File: src/rtl/uart_tx_fifo.sv
// Memory-mapped UART transmitter: bytes written to DATA are queued in a FIFO
// and sent as 8N1 frames on tx_out; STATUS reports FIFO state and allows flushing.
module uart_tx_fifo #(
    parameter int          SYSTEM_CLK = 50_000_000,
    parameter int          BAUDRATE   = 115200,
    parameter int          DEPTH      = 16,
    parameter logic [31:0] BASE_ADDR  = 32'h1000_0000
) (
    input  logic        clk,
    input  logic        resetn,
    input  logic        valid,
    input  logic [31:0] addr,
    input  logic [3:0]  wstrb,
    input  logic [31:0] wdata,
    output logic [31:0] rdata,
    output logic        ready,
    output logic        is_valid,
    output logic        tx_out,
    output logic        tx_idle
);

    localparam int DIV   = SYSTEM_CLK / BAUDRATE;
    localparam int CNT_W = (DIV > 1) ? $clog2(DIV) : 1;
    localparam int AW    = $clog2(DEPTH);
    localparam logic [CNT_W-1:0] CNT_MAX  = CNT_W'(DIV - 1);
    localparam logic [AW:0]      FULL_CNT = (AW + 1)'(DEPTH);

    typedef enum logic [1:0] {
        S_IDLE,
        S_START,
        S_DATA,
        S_STOP
    } state_t;

    state_t           state_q, state_d;
    logic [CNT_W-1:0] cnt_q, cnt_d;
    logic [2:0]       idx_q, idx_d;
    logic [7:0]       shift_q, shift_d;
    logic             tx_q, tx_d;
    logic             ready_q, ready_d;
    logic [31:0]      rdata_q, rdata_d;
    logic [AW:0]      count_q, count_d;
    logic [AW-1:0]    rd_q, rd_d;
    logic [AW-1:0]    wr_q, wr_d;
    logic [7:0]       mem_q [DEPTH];

    logic        empty, full;
    logic        hit_data, hit_stat, req;
    logic        wr_data_req, push, pop, accept, flush;
    logic [7:0]  count8;
    logic [31:0] status;
    logic [23:0] wdata_unused;

    assign wdata_unused = wdata[31:8];

    assign empty    = (count_q == '0);
    assign full     = (count_q == FULL_CNT);
    assign hit_data = (addr == BASE_ADDR);
    assign hit_stat = (addr == BASE_ADDR + 32'd4);
    assign is_valid = valid && (hit_data || hit_stat);
    assign req      = is_valid && !ready_q;
    assign tx_idle  = empty && (state_q == S_IDLE);
    assign count8   = 8'(count_q);
    assign status   = {16'h0, count8, 5'h0, tx_idle, full, empty};

    // The serializer pops from IDLE, or at the last STOP cycle to chain frames back-to-back.
    assign pop = !empty && ((state_q == S_IDLE) ||
                            (state_q == S_STOP && cnt_q == '0));

    // A write to a full FIFO can only complete in a cycle where the serializer frees a slot.
    assign wr_data_req = req && hit_data && wstrb[0];
    assign push        = wr_data_req && (!full || pop);
    assign accept      = req && (!wr_data_req || push);
    assign flush       = accept && hit_stat && (wstrb != 4'h0) && wdata[0];

    always_comb begin
        ready_d = accept;
        rdata_d = 32'h0;
        if (accept && hit_stat && wstrb == 4'h0) begin
            rdata_d = status;
        end

        wr_d    = push ? wr_q + AW'(1) : wr_q;
        rd_d    = pop ? rd_q + AW'(1) : rd_q;
        count_d = count_q;
        if (push && !pop) begin
            count_d = count_q + (AW + 1)'(1);
        end else if (pop && !push) begin
            count_d = count_q - (AW + 1)'(1);
        end
        if (flush) begin
            count_d = '0;
            rd_d    = wr_q;
        end
    end

    always_comb begin
        state_d = state_q;
        cnt_d   = cnt_q;
        idx_d   = idx_q;
        shift_d = shift_q;
        case (state_q)
            S_IDLE: begin
                if (pop) begin
                    shift_d = mem_q[rd_q];
                    cnt_d   = CNT_MAX;
                    state_d = S_START;
                end
            end
            S_START: begin
                if (cnt_q == '0) begin
                    cnt_d   = CNT_MAX;
                    idx_d   = 3'd0;
                    state_d = S_DATA;
                end else begin
                    cnt_d = cnt_q - CNT_W'(1);
                end
            end
            S_DATA: begin
                if (cnt_q == '0) begin
                    cnt_d = CNT_MAX;
                    if (idx_q == 3'd7) begin
                        state_d = S_STOP;
                    end else begin
                        idx_d   = idx_q + 3'd1;
                        shift_d = {1'b0, shift_q[7:1]};
                    end
                end else begin
                    cnt_d = cnt_q - CNT_W'(1);
                end
            end
            default: begin
                if (cnt_q == '0) begin
                    if (pop) begin
                        shift_d = mem_q[rd_q];
                        cnt_d   = CNT_MAX;
                        state_d = S_START;
                    end else begin
                        state_d = S_IDLE;
                    end
                end else begin
                    cnt_d = cnt_q - CNT_W'(1);
                end
            end
        endcase

        // tx_out is registered, so it is derived from the state being entered.
        case (state_d)
            S_START: tx_d = 1'b0;
            S_DATA:  tx_d = shift_d[0];
            default: tx_d = 1'b1;
        endcase
    end

    always_ff @(posedge clk) begin
        if (!resetn) begin
            state_q <= S_IDLE;
            cnt_q   <= '0;
            idx_q   <= 3'd0;
            shift_q <= 8'h0;
            tx_q    <= 1'b1;
            ready_q <= 1'b0;
            rdata_q <= 32'h0;
            count_q <= '0;
            rd_q    <= '0;
            wr_q    <= '0;
        end else begin
            state_q <= state_d;
            cnt_q   <= cnt_d;
            idx_q   <= idx_d;
            shift_q <= shift_d;
            tx_q    <= tx_d;
            ready_q <= ready_d;
            rdata_q <= rdata_d;
            count_q <= count_d;
            rd_q    <= rd_d;
            wr_q    <= wr_d;
        end
    end

    always_ff @(posedge clk) begin
        if (resetn && push) begin
            mem_q[wr_q] <= wdata[7:0];
        end
    end

    assign ready  = ready_q;
    assign rdata  = rdata_q;
    assign tx_out = tx_q;

endmodule

File: config.mk
export PLATFORM = sky130hd
export DESIGN_NAME = uart_tx_fifo
export DESIGN_NICKNAME = d
export VERILOG_FILES = /design/src/rtl/uart_tx_fifo.sv
export SDC_FILE = /design/constraint.sdc
export NUM_CORES = 1
export LEC_CHECK = 0
export BUFFER_PORTS_ARGS = -buffer_cell sky130_fd_sc_hd__buf_2
export CORE_MARGIN = 4
export CORE_UTILIZATION = 54
export CTS_BUF_LIST = sky130_fd_sc_hd__clkbuf_8
export DETAILED_ROUTE_END_ITERATION = 10
export PLACE_DENSITY_LB_ADDON = 0.3
export SYNTH_ARGS = -nofsm -noshare
export SYNTH_HDL_FRONTEND = slang
export SYNTH_SLANG_ARGS = --single-unit
export TNS_END_PERCENT = 5
File: constraint.sdc
create_clock -name clk -period 3 [get_ports clk]
set_clock_uncertainty 0.05 [all_clocks]
set_input_delay 0.6 -clock clk [delete_from_list [all_inputs] [get_ports clk]]
set_output_delay 0.6 -clock clk [all_outputs]
set_load 0.1 [all_outputs]
## After elaboration in Yosys (flattened, before gate mapping)

Memory sizes are Yosys's and may differ from the RTL's. A register that Yosys moved wholly into a read port is not among the register bits.
Cells that the tools add are included.

- Register bits: 69
- Bits in writable memories: 128
- Input bits: 71
- Output and inout bits: 36
- Logic and storage cells: 102
- Memories: 1

- Add/subtract/negate cells: 6
- Equal/unequal tests: 12
- Muxes and demuxes: 29
- Bitwise logic cells: 2
- Reductions and logical operators: 40

Memories:

| memory | words | width | rd ports | clocked after Yosys merged registers in | write ports | RTL line | text |
|---|---|---|---|---|---|---|---|
| mem_q | 16 | 8 | 1 | 1 | 1 | 45 | `logic [7:0] mem_q [DEPTH];` |

Operators by type and width:

| cell | count |
|---|---|
| 32-bit by 29-bit == test with 1-bit output (second input constant) | 2 |
| 8-bit two-way mux | 4 |
| 9-bit two-way mux | 3 |
| 8-bit one-hot mux with 3 select lines | 1 |
| 9-bit one-hot mux with 2 select lines | 1 |
| 1-bit logical AND | 16 |
| 4-bit two-way mux | 4 |
| 2-bit two-way mux | 5 |
| 5-bit two-way mux | 2 |
| 9-bit logical NOT | 1 |
| 3-bit two-way mux | 3 |
| 9-bit by 1-bit subtractor with 9-bit output (second input constant) | 1 |
| 4-bit by 1-bit adder with 4-bit output (second input constant) | 2 |
| 4-bit AND reduction | 2 |
| 2-bit nonzero test | 4 |
| 2-bit == test (second input constant) | 3 |
| 1-bit logical NOT | 6 |
| 2-bit != test (second input constant) | 3 |
| 2-bit one-hot mux with 3 select lines | 1 |
| 3-bit one-hot mux with 2 select lines | 1 |
| 5-bit by 1-bit adder with 5-bit output (second input constant) | 1 |
| 5-bit == test (second input constant) | 1 |
| 5-bit logical NOT | 1 |
| 5-bit by 1-bit subtractor with 5-bit output (second input constant) | 1 |
| other kinds (12) | 20 |

## Logic depth before layout (Yosys ltp)

- Depth after elaboration: 15
- Mapped depth: 16
- Mapped depth without buffers: 16

## Least setup slack after synthesis

No wires, ideal clock.

- Path type: in2out
- Start point: input port addr[31]
- End point: output port is_valid
- Arrival time: 3.134 ns
- Data required time: 2.350 ns
- Path slack: -0.784 ns
- Stages on the path: 3
- Buffers on the path: 0
- Path through: nor4b_1 > nand4_1 > nor3_1

- Cells in the longest elaborated chain, start to end: 3
- Elaborated cells on any way between the ends: 4
- Those cells by class: eq/ne: 2; reduce/logical: 2

Ends and longest elaborated chain:

| what | RTL line | text |
|---|---|---|
| start: declaration | 12 | `input logic [31:0] addr,` |
| 32-bit by 29-bit == test with 1-bit output (on tied branches) | 58, 59 |  |
| 1-bit logical OR * | 60 | `assign is_valid = valid && (hit_data \|\| hit_stat);` |
| 1-bit logical AND * | 60 |  |
| end: declaration | 17 | `output logic is_valid,` |

Every way passes the cells marked *; elsewhere a longest branch is shown, timed or not.

## Worst setup path after layout

- Start point: register count_q[0]
- End point: output port tx_idle

- Cells in the longest elaborated chain, start to end: 2

Ends and longest elaborated chain:

| what | RTL line | text |
|---|---|---|
| start: declaration | 42 | `logic [AW:0] count_q, count_d;` |
| start signal: assignment | 175 | `count_q <= count_d;` |
| 5-bit logical NOT | 56 | `assign empty = (count_q == '0);` |
| 1-bit logical AND | 62 | `assign tx_idle = empty && (state_q == S_IDLE);` |
| end: declaration | 19 | `output logic tx_idle` |

Every way passes these cells.

==> results by stage <==
Outcome:
- The run finished with clean final reports.

Layout:
- The antenna diode instance count is 0.
- The multi-input combinational cells in the finished layout cover a total of 2733 um^2.
- The total area of sequential cells is 4828 um^2.
- Once layout is done, the placed cells without fillers occupy 9125 um^2.
- Cells with a size suffix above 1 make up 32.93% of the layout.
- The layout has 1004 filler cells.
- The final instance count without filler cells is 839.
- For this run, the post-layout net count is 735.
- The area growth from synthesis to layout is 17.44%.

Placement:
- Before CTS, the worst setup slack after placement is -0.3369 ns.
- The number of placed instances, taps included, is 804.
- The post-DP HPWL is 11.27 mm.
- The count of buffers inserted at the top-level ports is 58.
- Once placement finished, the instance area stood at 8635 um^2.
- The global placer's final weighted congestion is 0.8672.

Global routing:
- The all-layer global routing usage is 20.67%.
- The largest net degree at the start of global routing is 24.
- The initial antenna violation count is 0.
- The via count of the first global-routing pass was 4905.
- The total overflow left after global routing is 0.
- The first global-routing pass estimated 25.74 mm of wire.

Timing:
- The worst path meets setup with 0.1534 ns of slack.
- The clock period minus final worst setup slack is 2.847 ns.
- The number of hold-slack violations in the final timing report is 0.
- In this run the tightest slew margin relative to its limit is 63.70%.
- The measured slew at the worst slew-check pin is 0.5437 ns.
- The max-slew violation count is 0.
- Setup repair after global routing left no endpoint under its margin.
- Setup violations remaining at the end of the flow were counted as 0.
- Based on the critical path, the design can be clocked at up to 351.3 MHz.
- The final critical-path share of the clock period is 94.89%.

Worst setup path:
- The flop-to-flop setup slack is 0.18 ns.
- Of all nets on the critical path, the largest fanout is 5.
- The category of the critical setup timing path is reg2out.
- The worst reg-to-reg path cell count is 17.
- The worst setup path is captured at a primary output.
- The startpoint identified for the worst register-to-register timing path is cnt_q[1].
- The data required time of the critical path is 2.35 ns.
- STA classifies the critical path startpoint as a flip-flop.
- The arrival time of data at the critical path endpoint is 2.20 ns.
- The endpoint identified for the worst register-to-register timing path is count_q[4].

Die:
- The number of top-level design ports is 107.
- The floorplan row count is 43.
- The core region is 13990 um^2.
- Once the floorplan was initialized, standard cells occupied 55.55% of the core.
- The full die area is 16370 um^2.
- The floorplan step set the die height to 128.0 um.
- The die is 128.0 um wide.

Power and ir drop:
- The analysis attributes to cell leakage a power of 3.319 nW.
- Power spread over the standard cell area amounts to 813.1 nW/um^2.
- IR analysis of the VDD net gives a maximum drop of 0.4493 mV.

Synth:
- The Yosys warning count is 0.
- The top cell type's share of synthesized area is 49.47%.
- Of all flip-flops after synthesis, the portion carrying an async set or reset was 0%.
- Ranked by total cell area, the synthesized netlist is headed by edfxtp_1 49%, dfxtp_1 13%, mux4_2 11%.
- The most used flip-flop cell after synthesis is edfxtp_1.
- Counting flops and latches in the post-synthesis netlist gives 177.
- For this run, the register share of the synthesized area comes to 62.09%.
- After synthesis, the netlist uses 66 different library cells.
- The cell area after synthesis is 7770 um^2.
- In this run the mean area of a mapped cell was 14.47 um^2.
- The cell type with the largest total area after synthesis is edfxtp_1.
- Counting flops with a built-in enable in the synthesized netlist gives 128.
- In the synthesized netlist, the number of instances is 537.

Worst hold path:
- The path with the worst hold slack has its endpoint at shift_q[7].
- In this run the worst hold path is classified as reg2reg.
- The critical hold path startpoint is shift_q[7].
- Along the worst hold path, the cell count comes to 2.

Routing:
- After detailed routing, the average wire length per cell comes to 19.16 um.
- The post-route antenna net violation count is 0.
- Wires add up to 16.08 mm.
- Using the TritonRoute via totals, the vias-per-cell ratio works out to 5.712.
- The via count is 4792.
- The first detailed-routing pass ran for 5 iterations.
- The number of violations reported at the end of detailed-routing iteration 0 is 419.
- After detailed routing, the number of remaining DRC violations is 0.

Clock tree:
- TritonCTS built the clock tree.
- The clock latency on the worst-skew pair is 0.47 ns.
- The H-tree generated during clock tree synthesis spans 4 levels.
- After clock tree synthesis, the clock-pin slew on the worst setup and hold paths is 0.10 ns.
- The buffer cell driving the clock tree root is clkbuf_8.
- The clock sink count is 177.
- The clock passes through at most 2 buffers.
- The clock buffer count from CTS is 17.

Job:
- Across the run, the number of max-cap violations was 0.
[kinds of logic (layout without fill, tap and decap cells)]
group | after synthesis | count (layout) | synth area share, %
DFF | 177 | 177 | 62.09
and+or+nand+nor | 147 | 147 | 10.69
AOI/OAI and AO/OA | 72 | 72 | 6.087
buffers and inverters | 66 | 165 | 4.734
muxes | 45 | 45 | 12.11
adders and majority gates | 18 | 18 | 2.995
xor gates and xnor gates | 11 | 11 | 1.240
other | 1 | 24 | 0.04826
[layout by cell type, fill, tap and decap left out, drive strengths merged, types with 5 or more instances in the layout]
cell / count
nor2: 43
nand4: 8
conb: 24
o21ai: 11
buf: 112
nor3: 7
xnor2: 6
a211oi: 5
nand3: 7
nor4: 10
dfxtp: 49
clkinv: 8
inv: 28
and3: 17
ha: 17
nand2: 26
nand2b: 8
a21oi: 27
clkbuf: 17
edfxtp: 128
xor2: 5
mux4: 39
a22oi: 7
[worst max-delay path by stage]
stage | depth (start not counted) | to | startpoint | slack (ns)
detailed placement | 15 | count_q[4] | addr[12] | -0.34
global route | 17 | count_q[4] | cnt_q[1] | 0.004
floorplan | 14 | count_q[4] | addr[31] | -0.20
CTS | 17 | count_q[4] | cnt_q[1] | 0.008
finish | 7 | tx_idle | count_q[0] | 0.15
global placement | 15 | count_q[4] | addr[31] | -0.23
[critical path, cell delays in order (launching register included)]
cell	delay, ns
dfxtp_2	0.37
or4_4	0.54
buf_4	0.18
nor2_4	0.11
buf_4	0.15
nand2_2	0.08
inv_2	0.11
buf_12	0.18
[synthesized netlist by cell type (all sizes together), types with 2 or more instances]
| cell type | instances |
|---|---|
| edfxtp | 128 |
| dfxtp | 49 |
| nor2 | 43 |
| mux4 | 39 |
| buf | 36 |
| a21oi | 27 |
| nand2 | 26 |
| inv | 21 |
| and3 | 17 |
| ha | 17 |
| o21ai | 11 |
| nor4 | 10 |
| clkbuf | 9 |
| nand2b | 8 |
| nand4 | 8 |
| a22oi | 7 |
| nand3 | 7 |
| nor3 | 7 |
| xnor2 | 6 |
| a211oi | 5 |
| xor2 | 5 |
| mux2i | 4 |
| or3 | 4 |
| nor4b | 3 |
| o21a | 3 |
| a21o | 2 |
| and2 | 2 |
| mux2 | 2 |
| nand4b | 2 |
| nor3b | 2 |
| o221a | 2 |
| o221ai | 2 |
| o22ai | 2 |
| o311ai | 2 |
| or2 | 2 |
| or4 | 2 |
[what timing repair did]
item / CTS / global route
hold endpoints to repair: 0 / 0
hold buffers: 0 / 0
endpoints found under the setup margin: 3 / 3
resized for setup: 9 / 14
buffers inserted: 0 / 3
pin swaps: 0 / 3
[power breakdown]
group	total, mW	internal (mW)	switching (mW)	leakage, nW
logic	2.86	1.30	1.56	1.57
clock network	1.54	0.614	0.922	0.197
registers	3.02	2.80	0.223	1.55
total	7.42	4.71	2.70	3.32
[metrics by stage]
step | hold WS (ns) | util, % | power (mW) | setup TNS (ns)
2_1_floorplan | 0.3856 | - | 5.131 | -0.2565
3_3_place_gp | 0.3938 | 61.73 | 5.683 | -0.3472
3_5_place_dp | 0.4029 | 61.73 | 5.776 | -0.6266
4_1_cts | 0.3765 | 64.68 | 7.374 | 0
5_1_grt | 0.4272 | 65.23 | 7.838 | 0
6_report | 0.4120 | 65.23 | 7.420 | 0
[layout make-up]
| class | count | area share (%) |
|---|---|---|
| Clock buffer | 17 | 2.564 |
| Clock inverter | 15 | 1.604 |
| Inverter | 21 | 0.8913 |
| Multi-Input combinational cell | 317 | 29.95 |
| Sequential cell | 177 | 52.91 |
| Tap cell | 180 | 2.468 |
| Timing Repair Buffer | 112 | 9.612 |
[per-layer routing]
layer  routed length (um)  track usage [%]
met5                    0                0
met4                  256            7.491
met3                  760            3.750
met2                 8493            35.61
met1                 6566            26.34
[sequential cells by signal, indices dropped and copies added (netlist names), named ones only]
| signal | flops |
|---|---|
| mem_q | 128 |
| ready | 1 |
| cnt_q | 9 |
| tx_out | 1 |
| rd_q | 4 |
| wr_q | 4 |
| state_q | 2 |
| count_q | 5 |
| idx_q | 3 |
| rdata | 8 |
| shift_q | 8 |
Power figures use the tool's default switching activity.
